--- src/rtl/ray_pkg.sv ---
// Shared ray-tracer vector types and constants.
// Packed vector layout: x[56:38], y[37:19], z[18:0], each lane 19-bit signed
// fixed point (9 integer bits including sign, 10 fraction bits).
package ray_pkg;

    localparam int unsigned VECTOR_WIDTH = 57;
    localparam int unsigned COORD_W      = 19;
    localparam int unsigned FRAC_W       = 10;

    localparam int unsigned X_LSB = 38;
    localparam int unsigned Y_LSB = 19;
    localparam int unsigned Z_LSB = 0;

    localparam logic [COORD_W-1:0] COORD_MAX = 19'h3FFFF;
    localparam logic [COORD_W-1:0] COORD_MIN = 19'h40000;

    typedef struct packed {
        logic [COORD_W-1:0] x;
        logic [COORD_W-1:0] y;
        logic [COORD_W-1:0] z;
    } vec3_t;

    // Output register occupancy; FULL is exactly resp_valid.
    typedef enum logic {
        ST_EMPTY = 1'b0,
        ST_FULL  = 1'b1
    } out_state_e;

endpackage : ray_pkg

--- src/rtl/vec_add_lane.sv ---
// One 19-bit signed fixed-point lane adder (combinational).
// Optional macro VEC_ADD_SAT_EN: saturate on overflow instead of wrapping.
// Ports:
//   a_i, b_i : lane operands
//   sum_o    : lane sum (wrapped, or clamped when saturation is enabled)
module vec_add_lane
    import ray_pkg::*;
(
    input  logic [COORD_W-1:0] a_i,
    input  logic [COORD_W-1:0] b_i,
    output logic [COORD_W-1:0] sum_o
);

`ifdef VEC_ADD_SAT_EN
    logic [COORD_W-1:0] raw_sum;
    logic               ovf;

    // Overflow: operands share a sign and the sum's sign differs.
    always_comb begin
        raw_sum = a_i + b_i;
        ovf     = (a_i[COORD_W-1] == b_i[COORD_W-1]) &&
                  (raw_sum[COORD_W-1] != a_i[COORD_W-1]);
        if (ovf) begin
            sum_o = a_i[COORD_W-1] ? COORD_MIN : COORD_MAX;
        end else begin
            sum_o = raw_sum;
        end
    end
`else
    // Two's-complement wrap: the carry out of the lane is dropped.
    always_comb begin
        sum_o = a_i + b_i;
    end
`endif

endmodule : vec_add_lane

--- src/rtl/vec_add_arbiter.sv ---
// Round-robin arbiter + one-entry output register for the shared 57-bit
// packed vector adder. Optional macro VEC_ADD_SAT_EN selects saturating lanes.
// Ports:
//   clk, rst               : clock, synchronous active-high reset
//   req_valid/req_ready    : per-requester handshake (req_ready one-hot, comb)
//   req_vec_a/req_vec_b    : operands, requester i at [i*57 +: 57]
//   resp_valid/resp_ready  : result handshake
//   resp_vec, resp_id      : registered sum and producing requester index
module vec_add_arbiter
    import ray_pkg::*;
#(
    parameter int unsigned NUM_REQ      = 4,
    parameter int unsigned VECTOR_WIDTH = 57,
    parameter int unsigned ID_W         = $clog2(NUM_REQ)
) (
    input  logic                            clk,
    input  logic                            rst,
    input  logic [NUM_REQ-1:0]              req_valid,
    output logic [NUM_REQ-1:0]              req_ready,
    input  logic [NUM_REQ*VECTOR_WIDTH-1:0] req_vec_a,
    input  logic [NUM_REQ*VECTOR_WIDTH-1:0] req_vec_b,
    output logic                            resp_valid,
    input  logic                            resp_ready,
    output logic [VECTOR_WIDTH-1:0]         resp_vec,
    output logic [ID_W-1:0]                 resp_id
);

    out_state_e        state_q, state_d;
    vec3_t             vec_q;
    logic [ID_W-1:0]   id_q;
    logic [ID_W-1:0]   rr_ptr_q;

    logic [NUM_REQ-1:0] grant;
    logic [ID_W-1:0]    gnt_idx;
    logic               gnt_found;
    logic               can_accept;
    logic               xfer;
    logic [ID_W-1:0]    rr_next;
    vec3_t              a_sel, b_sel, sum_d;

    // Round-robin search upward from rr_ptr, modulo NUM_REQ.
    always_comb begin
        int unsigned idx;
        gnt_idx   = '0;
        gnt_found = 1'b0;
        idx       = 0;
        for (int unsigned k = 0; k < NUM_REQ; k++) begin
            idx = 32'(rr_ptr_q) + k;
            if (idx >= NUM_REQ) begin
                idx = idx - NUM_REQ;
            end
            if (!gnt_found && req_valid[idx[ID_W-1:0]]) begin
                gnt_found = 1'b1;
                gnt_idx   = ID_W'(idx);
            end
        end
        grant = '0;
        if (gnt_found) begin
            grant[gnt_idx] = 1'b1;
        end
    end

    // Handshake: accept whenever the output register is empty or draining.
    always_comb begin
        can_accept = (state_q == ST_EMPTY) || resp_ready;
        xfer       = gnt_found && can_accept && !rst;
        req_ready  = xfer ? grant : '0;
        rr_next    = (gnt_idx == ID_W'(NUM_REQ - 1)) ? '0 : gnt_idx + ID_W'(1);
    end

    // Operand mux driven by the one-hot grant.
    always_comb begin
        a_sel = '0;
        b_sel = '0;
        for (int unsigned i = 0; i < NUM_REQ; i++) begin
            if (grant[i]) begin
                a_sel = vec3_t'(req_vec_a[i*VECTOR_WIDTH +: VECTOR_WIDTH]);
                b_sel = vec3_t'(req_vec_b[i*VECTOR_WIDTH +: VECTOR_WIDTH]);
            end
        end
    end

    vec_add_lane u_lane_x (.a_i(a_sel.x), .b_i(b_sel.x), .sum_o(sum_d.x));
    vec_add_lane u_lane_y (.a_i(a_sel.y), .b_i(b_sel.y), .sum_o(sum_d.y));
    vec_add_lane u_lane_z (.a_i(a_sel.z), .b_i(b_sel.z), .sum_o(sum_d.z));

    // State, result and pointer registers.
    always_ff @(posedge clk) begin
        if (rst) begin
            state_q  <= ST_EMPTY;
            vec_q    <= '0;
            id_q     <= '0;
            rr_ptr_q <= '0;
        end else begin
            state_q <= state_d;
            if (xfer) begin
                vec_q    <= sum_d;
                id_q     <= gnt_idx;
                rr_ptr_q <= rr_next;
            end
        end
    end

    // Next state: a transfer always fills; a drain without transfer empties.
    always_comb begin
        state_d = state_q;
        unique case (state_q)
            ST_EMPTY: if (xfer) state_d = ST_FULL;
            ST_FULL:  if (!xfer && resp_ready) state_d = ST_EMPTY;
            default:  state_d = ST_EMPTY;
        endcase
    end

    // Outputs come straight from registers.
    always_comb begin
        resp_valid = (state_q == ST_FULL);
        resp_vec   = VECTOR_WIDTH'(vec_q);
        resp_id    = id_q;
    end

endmodule : vec_add_arbiter
--- config.mk ---
export PLATFORM = sky130hd
export DESIGN_NAME = vec_add_arbiter
export DESIGN_NICKNAME = d
export VERILOG_FILES = /design/src/rtl/ray_pkg.sv /design/src/rtl/vec_add_lane.sv /design/src/rtl/vec_add_arbiter.sv
export SDC_FILE = /design/constraint.sdc
export NUM_CORES = 1
export LEC_CHECK = 0
export ABC_AREA = 0
export BUFFER_PORTS_ARGS = -buffer_cell sky130_fd_sc_hd__buf_4
export CORE_AREA = 2 2 206 208
export DETAILED_ROUTE_END_ITERATION = 8
export DIE_AREA = 0 0 208 210
export PLACE_DENSITY = 0.42
export SYNTH_ARGS = -nofsm -noshare
export SYNTH_HDL_FRONTEND = slang
export SYNTH_SLANG_ARGS = --single-unit
--- constraint.sdc ---
create_clock -name clk -period 11.7 [get_ports clk]
set_input_delay 2.34 -clock clk [delete_from_list [all_inputs] [get_ports clk]]
set_output_delay 2.34 -clock clk [all_outputs]
set_load 0.02 [all_outputs]
==> results of run 1 <==
## power groups by stage
stage          registers [W]  clock network, W  logic [W]
3_5_place_dp        0.000342                 0    0.00181
3_3_place_gp        0.000341                 0    0.00181
5_1_grt             0.000347          0.000290    0.00199
6_report            0.000338          0.000271    0.00179
4_1_cts             0.000339          0.000283    0.00182
2_1_floorplan       0.000428                 0    0.00109
## per-stage QoR
step                instances  worst slack [ns]  hold slack (ns)  cell area, µm²
global placement         2073              4.33            0.440           12000
floorplan                1091              5.53            0.472            7640
finish                   2092              4.63            0.450           12300
CTS                      2089              4.56            0.457           12300
detailed placement       2073              4.21            0.443           12000
global route             2092              4.11            0.483           12300
## worst max-delay path, delay by kind of cell
kind | cells | cell delay [ns]
adders and majority gates | 3 | 0.89
AOI/OAI and AO/OA | 10 | 1.97
and+or+nand+nor | 3 | 0.77
buffers and inverters | 5 | 1.05
xor gates and xnor gates | 1 | 0.17
## final timing paths
| path | startpoint | endpoint | slack, ns | cells past startpoint |
|---|---|---|---|---|
| worst min register to register | resp_vec[37] | resp_vec[37] | 0.45 | 2 |
| worst max register to register | rr_ptr_q[1] | resp_vec[37] | 6.42 | 21 |
| worst max-delay path | req_valid[1] | resp_vec[37] | 4.63 | 22 |
| worst min-delay path | resp_vec[37] | resp_vec[37] | 0.45 | 2 |
## logic make-up after synthesis
group / Yosys count
AOI/OAI and AO/OA: 509
and+or+nand+nor: 290
buffers and inverters: 118
DFF: 62
adders and majority gates: 61
xor gates and xnor gates: 51
## layer usage
metal	up-vias	wire length (µm)	global-route usage, %
met5	-	13	0
met2	338	20800	32.1
li1	5037	-	-
met1	4518	18200	22.7
met3	25	2150	3.22
met4	2	486	3.94
## sequential cells by signal (all words and copies together), names as in the netlist
name / flops
resp_valid: 1
resp_vec: 57
rr_ptr_q: 2
resp_id: 2
## cell usage after synthesis (8+ instances only)
| cell type | instances |
|---|---|
| sky130_fd_sc_hd__a211oi_1 | 14 |
| sky130_fd_sc_hd__a21o_1 | 22 |
| sky130_fd_sc_hd__a21oi_1 | 41 |
| sky130_fd_sc_hd__a221o_1 | 102 |
| sky130_fd_sc_hd__and2_1 | 8 |
| sky130_fd_sc_hd__buf_2 | 23 |
| sky130_fd_sc_hd__clkbuf_1 | 60 |
| sky130_fd_sc_hd__dfxtp_1 | 62 |
| sky130_fd_sc_hd__ha_1 | 58 |
| sky130_fd_sc_hd__inv_1 | 23 |
| sky130_fd_sc_hd__nand2_1 | 145 |
| sky130_fd_sc_hd__nand2b_1 | 12 |
| sky130_fd_sc_hd__nand3_1 | 50 |
| sky130_fd_sc_hd__nor2_1 | 34 |
| sky130_fd_sc_hd__nor3_1 | 10 |
| sky130_fd_sc_hd__o21ai_0 | 175 |
| sky130_fd_sc_hd__o21ai_1 | 95 |
| sky130_fd_sc_hd__xnor2_1 | 22 |
| sky130_fd_sc_hd__xor2_1 | 29 |
## final cells by class
cell class | instances | area share (%)
clock buffer | 9 | 1.84
clock inverter | 7 | 0.531
sequential | 62 | 10.1
inverter | 24 | 0.735
timing repair buffer | 537 | 32.9
tap | 539 | 5.50
multi-input combinational | 911 | 48.3
antenna | 3 | 0.0612
==> results.cfg, run 1 <==
[floorplan]
die_height_um = 210
dieWidth_um = 208
initial_utilization_pct = 18.4
pin_count = 527
floorplan.die_area_mm2 = 0.0437
placement_rows = 75
design.core.area_mm2 = 0.0415

[synthesis]
synth_sequential_area_ratio_pct = 16.2
synth-async-reset-ratio_pct = 0
netlist_top_cells_area = sky130_fd_sc_hd__dfxtp_1, sky130_fd_sc_hd__a221o_1, sky130_fd_sc_hd__o21ai_0, sky130_fd_sc_hd__ha_1, sky130_fd_sc_hd__nand2_1
synthFlopType = sky130_fd_sc_hd__dfxtp_1
synth_nets = 1615
synth.lib_cells_used.distinct = 59
synth_top_family_by_area = compound AO/OA/AOI/OAI gates
synth_compound_gate_area_share_pct = 43.7
synth.ff_latch_count = 62
synth.top_cell.area_share_pct = 16.2
ys.warnings.count = 0
xor_xnor_portion_of_the_synthesized_cell_area_pct = 5.84
syn-cell-area_mm2 = 0.00764
synth.avg_cell_area_um2 = 7.01
synth-edff-count = 0
synth.largest_area_cell = sky130_fd_sc_hd__dfxtp_1
synth_adder_area_share_pct = 10.3
synth_simple_gate_area_share_pct = 17.4
synthesis.instances = 1091
synthMuxAreaShare_pct = 0

[routing]
detailroute.via_count = 9920
drt-initial-drc-count = 508
drt_pass1_iterations = 5
ant_nets = 0
route.detailed.vias_per_inst = 4.74
wl_per_cell_um = 19.9
detail_route.drc_violations = 0
wirelength_um = 41600

[place]
place_congestion = 0.850
place.port_buffers = 526
hpwlAfterDp_um = 34000

[clock_tree]
clock_latency_ns = 0.34
cts.root.buffer_cell = sky130_fd_sc_hd__clkbuf_16
cts.sink_count = 62
post_cts_buffers = 0
path_clk_slew_ns = 0.06
clock_tree.buffer_depth = 2
number_of_buffers_added_to_fix_hold_violations_after_cts = 0
tritoncts.num_buffers = 9
cts_repair_resize_count = 0
cts_htree_levels = 3
clock_tree_from_tritoncts = done

[timing]
fmax_mhz = 142
setup_violations = 0
final.setup.tns_ns = 0
worst_pin_slew_ns = 1.03
min_period_ns = 7.07
slew-limit-headroom_pct = 31.0
number_of_max_slew_violations_in_the_final_report = 0
finalCritPeriodShare_pct = 60.4
rsz_0062_raised_after_global_routing = no
final_hold_viol_count = 0
worst_setup_skew_after_layout_ns = 0.00488

[cells_and_area]
flow.area_growth_from_synthesis_pct = 60.4
num-nets-final = 2069
layout_common_cells = sky130_fd_sc_hd__buf_4, sky130_fd_sc_hd__o21ai_0, sky130_fd_sc_hd__nand2_1
layout.cells.most_common = sky130_fd_sc_hd__buf_4
register_area_mm2 = 0.00124
multi_input_area_mm2 = 0.00593
final_layout_size_suffix_gt1_share_pct = 36.9
finalCoreUtilization_pct = 29.6
fillCellCount = 4578

[worst_setup_path]
crit_top_cell = sky130_fd_sc_hd__inv_1
worstSetupPathType = in2reg
crit_chain = buf_4 -> inv_1 -> nand2_1 -> a21oi_1 -> o22ai_1 -> inv_1 -> ha_1 -> and2_4 -> buf_4 -> a221o_1 -> o21ai_0 -> o21ai_1 -> ha_1 -> inv_1 -> fa_1 -> nand2b_1 -> a211oi_1 -> o21ai_0 -> a21boi_0 -> o22ai_1 -> xnor2_1 -> o21ai_1
worst_setup_path_start_kind = input pin
worst_ep_required_time_ns = 11.90
slowest_stage = sky130_fd_sc_hd__buf_4
crit_fanout = 70
nature_of_the_critical_path_endpoint = flop
max_stage_delay_ns = 0.68
crit_arrival_ns = 7.27

[grt]
grt_use_total_pct = 18.1
antenna_found_initial = 5
grt_first_pass_wirelength_um = 60600
grt_max_degree = 100
globalRoute.totalOverflow = 0
via_count_of_the_first_global_routing_pass = 9942

[power]
power_share_of_the_sequential_group_pct = 14.1
p_leak_nw = 5.56
cellInternalPower_w = 0.00122
p_comb_share_pct = 74.6
p_sw_w = 0.00118
power.clock.fraction_pct = 11.3
powerDensity_mw_per_mm2 = 196
power.ir.vdd_worst_mv = 0.0739
netSwitchingFraction_pct = 49.1
fin_total_pwr_w = 0.00240

[status]
run_status = complete, no violations

[job]
maxCapViolCount = 0

[hold_path]
worstHoldPathType = reg2reg
(Power assumes the default switching activity.)
==> inputs of run 2 (changes only) <==
--- a/config.mk
+++ b/config.mk
@@ -10,7 +10,7 @@
 export CORE_AREA = 2 2 206 208
 export DETAILED_ROUTE_END_ITERATION = 8
 export DIE_AREA = 0 0 208 210
-export PLACE_DENSITY = 0.42
+export PLACE_DENSITY = 0.44
 export SYNTH_ARGS = -nofsm -noshare
 export SYNTH_HDL_FRONTEND = slang
 export SYNTH_SLANG_ARGS = --single-unit
==> constraint.sdc (replaced) <==
create_clock -name clk -period 5.9 [get_ports clk]
set_input_delay 1.18 -clock clk [delete_from_list [all_inputs] [get_ports clk]]
set_output_delay 1.18 -clock clk [all_outputs]
set_load 0.02 [all_outputs]
==> results.cfg, run 2 (synthesized netlist as in run 1, its figures left out) <==
[power]
power.ir.vdd_worst_mv = 0.132
p_leak_nw = 5.65
powerDensity_mw_per_mm2 = 397
fin_total_pwr_w = 0.00495

[floorplan]
floorplan.die_area_mm2 = 0.0437
initial_utilization_pct = 18.4
placement_rows = 75
dieWidth_um = 208
pin_count = 527
design.core.area_mm2 = 0.0415
die_height_um = 210

[worst_setup_path]
worst_setup_path_start_kind = input pin
crit_chain = buf_4 -> inv_1 -> nor2_1 -> a211o_1 -> a21oi_1 -> inv_1 -> ha_1 -> nor3b_2 -> buf_12 -> a221o_1 -> o21ai_0 -> o21ai_0 -> ha_1 -> inv_1 -> fa_1 -> nor2b_1 -> o21bai_1 -> nand4_1 -> a21oi_1 -> o21ai_0 -> a2111oi_0 -> o31ai_1
startpoint_of_the_worst_register_to_register_path = rr_ptr_q[0]
nature_of_the_critical_path_endpoint = flop
worstSetupPathType = in2reg
crit_buf_inv = 5
path_delay_family = compound AO/OA/AOI/OAI gates
crit_arrival_ns = 5.63
max_stage_delay_ns = 0.51
timing.critical_path.from = req_valid[0]
slowest_stage = sky130_fd_sc_hd__a2111oi_0
crit_fanout = 63
worst_ep_required_time_ns = 6.11

[place]
place.port_buffers = 526
hpwlAfterDp_um = 35400
placedInstanceArea_mm2 = 0.0121
place_worst_setup_slack_ns = 0.203
place_congestion = 0.843

[grt]
grt_use_total_pct = 18.8
via_count_of_the_first_global_routing_pass = 9971
globalRoute.totalOverflow = 0
grt_max_degree = 73
antenna_found_initial = 2
grt_first_pass_wirelength_um = 62800

[cells_and_area]
layout_common_cells = sky130_fd_sc_hd__buf_4, sky130_fd_sc_hd__o21ai_0, sky130_fd_sc_hd__nand2_1
flow.area_growth_from_synthesis_pct = 63.3
finish.instance_area_mm2 = 0.0125
register_area_mm2 = 0.00124
multi_input_area_mm2 = 0.00593
final_layout_size_suffix_gt1_share_pct = 37.2
layout.cells.most_common = sky130_fd_sc_hd__buf_4
largest_register_ffs = 57
num-nets-final = 2076
fillCellCount = 4542
finalCoreUtilization_pct = 30.1

[clock_tree]
cts.sink_count = 62
number_of_buffers_added_to_fix_hold_violations_after_cts = 0
path_clk_slew_ns = 0.06
cts.root.buffer_cell = sky130_fd_sc_hd__clkbuf_16
tritoncts.num_buffers = 9
cts_repair_resize_count = 0
clock_tree.buffer_depth = 2
cts_htree_levels = 3
post_cts_buffers = 0
clock_tree_from_tritoncts = done
clock_latency_ns = 0.34

[routing]
route.detailed.vias_per_inst = 4.82
wl_per_cell_um = 20.5
drt_pass1_iterations = 5
ant_nets = 0
detailroute.via_count = 10100
drt-initial-drc-count = 698
detail_route.drc_violations = 0
wirelength_um = 43100

[timing]
slew-limit-headroom_pct = 25.5
setup_slack_ns = 0.482
number_of_max_slew_violations_in_the_final_report = 0
worst_setup_skew_after_layout_ns = 0.0111
finalCritPeriodShare_pct = 91.8
fmax_mhz = 185
final_hold_viol_count = 0
final.setup.tns_ns = 0
rsz_0062_raised_after_global_routing = no
min_period_ns = 5.42
worst_pin_slew_ns = 1.12
setup_violations = 0

[status]
run_status = complete, no violations

[hold_path]
hold_start = resp_vec[37]
worstHoldPathType = reg2reg

[job]
maxCapViolCount = 0
[run 2: changes by cell type in the layout (fill, tap and decap cells not counted)]
cell / before / now
sky130_fd_sc_hd__buf_12: 0 / 9
sky130_fd_sc_hd__buf_4: 537 / 535
sky130_fd_sc_hd__bufinv_16: 1 / 3
sky130_fd_sc_hd__clkinv_2: 4 / 1
sky130_fd_sc_hd__clkinv_4: 0 / 2
sky130_fd_sc_hd__clkinvlp_4: 2 / 0
sky130_fd_sc_hd__diode_2: 3 / 2
sky130_fd_sc_hd__inv_6: 0 / 1
[run 2: layout make-up]
type	count	area share (%)
Antenna cell	2	0.0401
Multi-Input combinational cell	911	47.5
Clock inverter	7	0.973
Tap cell	539	5.40
Clock buffer	9	1.80
Timing Repair Buffer	544	33.6
Sequential cell	62	9.95
Inverter	24	0.722
[run 2: per-stage QoR]
stage	instances	hold WS, ns
floorplan	1091	0.472
global placement	2080	0.439
detailed placement	2080	0.441
CTS	2096	0.450
global route	2098	0.475
finish	2098	0.446
[run 2: layer usage]
layer / wire, µm / vias to the layer above / track usage [%]
li1: - / 5039 / -
met1: 19200 / 4640 / 24.9
met2: 20900 / 400 / 32.5
met3: 2330 / 34 / 2.82
met4: 654 / 0 / 4.01
met5: 0 / - / 0
[run 2: tightest hold or removal path, stage by stage, from the launching register on]
cell                      delay, ns
sky130_fd_sc_hd__dfxtp_1       0.31
sky130_fd_sc_hd__nand2_1       0.05
sky130_fd_sc_hd__o21ai_1       0.05
[run 2: final timing paths]
check            endpoint  slack [ns]  depth (start not counted)
min reg2reg  resp_vec[37]        0.45                          2
max reg2reg  resp_vec[14]        1.09                         20
min          resp_vec[37]        0.45                          2
max          resp_vec[14]        0.48                         22
[run 2: report_power, final]
part	internal (W)	switching, W	total, W
registers	0.000583	0.0000867	0.000670
clock network	0.000415	0.000229	0.000644
logic	0.00156	0.00208	0.00364
==> inputs of run 3 (changes only) <==
--- a/config.mk
+++ b/config.mk
@@ -10,7 +10,7 @@
 export CORE_AREA = 2 2 206 208
 export DETAILED_ROUTE_END_ITERATION = 8
 export DIE_AREA = 0 0 208 210
-export PLACE_DENSITY = 0.44
+export MAX_ROUTING_LAYER = met4
 export SYNTH_ARGS = -nofsm -noshare
 export SYNTH_HDL_FRONTEND = slang
 export SYNTH_SLANG_ARGS = --single-unit
==> results.cfg, run 3 (synthesized netlist as in run 1, its figures left out) <==
[status]
run_status = complete, no violations

[cells_and_area]
fillCellCount = 4530
finish.instance_area_mm2 = 0.0125
final_layout_size_suffix_gt1_share_pct = 37.5
num-nets-final = 2085
layout_common_cells = sky130_fd_sc_hd__buf_4, sky130_fd_sc_hd__o21ai_0, sky130_fd_sc_hd__nand2_1
layout.cells.most_common = sky130_fd_sc_hd__buf_4
flow.area_growth_from_synthesis_pct = 64.0
largest_register_ffs = 57

[timing]
final.setup.tns_ns = 0
slew-limit-headroom_pct = 27.6
worst_pin_slew_ns = 1.09
min_period_ns = 5.27
finalCritPeriodShare_pct = 89.3
setup_slack_ns = 0.634
final_hold_viol_count = 0
fmax_mhz = 190
setup_violations = 0
number_of_max_slew_violations_in_the_final_report = 0
rsz_0062_raised_after_global_routing = no
worst_setup_skew_after_layout_ns = 0.0122

[grt]
grt_max_degree = 87
grt_first_pass_wirelength_um = 62700
globalRoute.totalOverflow = 0
antenna_found_initial = 6
via_count_of_the_first_global_routing_pass = 10200
grt_use_total_pct = 19.5

[floorplan]
floorplan.die_area_mm2 = 0.0437
pin_count = 527
design.core.area_mm2 = 0.0415
dieWidth_um = 208
initial_utilization_pct = 18.4
die_height_um = 210
placement_rows = 75

[worst_setup_path]
worst_setup_path_start_kind = input pin
crit_arrival_ns = 5.49
ff2ff_path_depth = 17
worst_ep_required_time_ns = 6.13
nature_of_the_critical_path_endpoint = flop
crit_fanout = 25
worstSetupPathType = in2reg

[place]
place_worst_setup_slack_ns = 0.358
place_congestion = 0.864
placedInstanceArea_mm2 = 0.0122
place.port_buffers = 526
hpwlAfterDp_um = 35700

[clock_tree]
tritoncts.num_buffers = 9
cts_repair_resize_count = 0
cts_htree_levels = 3
cts.root.buffer_cell = sky130_fd_sc_hd__clkbuf_16
cts.sink_count = 62
post_cts_buffers = 0
clock_tree.buffer_depth = 2
number_of_buffers_added_to_fix_hold_violations_after_cts = 0
clock_tree_from_tritoncts = done
path_clk_slew_ns = 0.07
clock_latency_ns = 0.35

[power]
p_leak_nw = 5.69
powerDensity_mw_per_mm2 = 397
power.ir.vdd_worst_mv = 0.137

[hold_path]
worstHoldPathType = reg2reg
min_delay_path_depth = 2

[routing]
ant_nets = 0
drt_pass1_iterations = 5
detailroute.via_count = 10400
wirelength_um = 43200
route.detailed.vias_per_inst = 4.91
detail_route.drc_violations = 0
drt-initial-drc-count = 770
wl_per_cell_um = 20.5

[job]
maxCapViolCount = 0
## run 3: cell type report
type | instances | area [µm²] | area share [%]
diodes | 4 | 10.0 | 0.0799
clock buffers | 9 | 225 | 1.80
clock inverters | 7 | 103 | 0.819
inverters | 24 | 90.1 | 0.719
multi-input cells | 911 | 5930 | 47.3
flip-flops and latches | 62 | 1240 | 9.90
well taps | 539 | 674 | 5.38
repair buffers | 553 | 4260 | 34.0
## run 3: per-stage QoR
stage	hold WS (ns)	power [W]	std cells	util, %
after global routing	0.476	0.00542	2109	30.2
after CTS	0.458	0.00502	2105	30.2
final	0.452	0.00497	2109	30.2
after global placement	0.442	0.00433	2089	29.4
after detailed placement	0.448	0.00436	2089	29.4
after floorplan	0.472	0.00300	1091	-
## run 3: worst paths after layout
check                                  start            to  slack, ns
worst min-delay path            resp_vec[37]  resp_vec[37]       0.45
worst min register to register  resp_vec[37]  resp_vec[37]       0.45
worst max-delay path            req_valid[0]  resp_vec[14]       0.63
worst max register to register   rr_ptr_q[0]  resp_vec[14]       1.26
## run 3: routing by layer
layer	global-route usage [%]	part of all wire, %	routed length (µm)
met1	24.8	44	18900
met5	-	0	0
met3	2.86	6.2	2670
met4	6.26	2.6	1130
met2	31.8	47	20500
## run 3: power by group
part	internal (W)	switching (W)	total [W]
Combinational	0.00158	0.00209	0.00367
Clock	0.000376	0.000246	0.000622
Sequential	0.000583	0.0000996	0.000683
Total	0.00253	0.00244	0.00497
## run 3: critical path, cell delays in order
cell and delay (ns):
sky130_fd_sc_hd__buf_4 0.13, sky130_fd_sc_hd__inv_1 0.06, sky130_fd_sc_hd__nor2_1 0.05, sky130_fd_sc_hd__a211o_1 0.26
sky130_fd_sc_hd__a21oi_1 0.29, sky130_fd_sc_hd__ha_1 0.27, sky130_fd_sc_hd__and2_4 0.36, sky130_fd_sc_hd__buf_4 0.36
sky130_fd_sc_hd__a221o_1 0.24, sky130_fd_sc_hd__o21ai_0 0.10, sky130_fd_sc_hd__o21ai_1 0.23, sky130_fd_sc_hd__ha_1 0.32
sky130_fd_sc_hd__nor2b_1 0.17, sky130_fd_sc_hd__o21bai_1 0.30, sky130_fd_sc_hd__nand4_1 0.17, sky130_fd_sc_hd__a21oi_1 0.23
sky130_fd_sc_hd__o21ai_0 0.16, sky130_fd_sc_hd__a2111oi_0 0.45, sky130_fd_sc_hd__o31ai_1 0.12
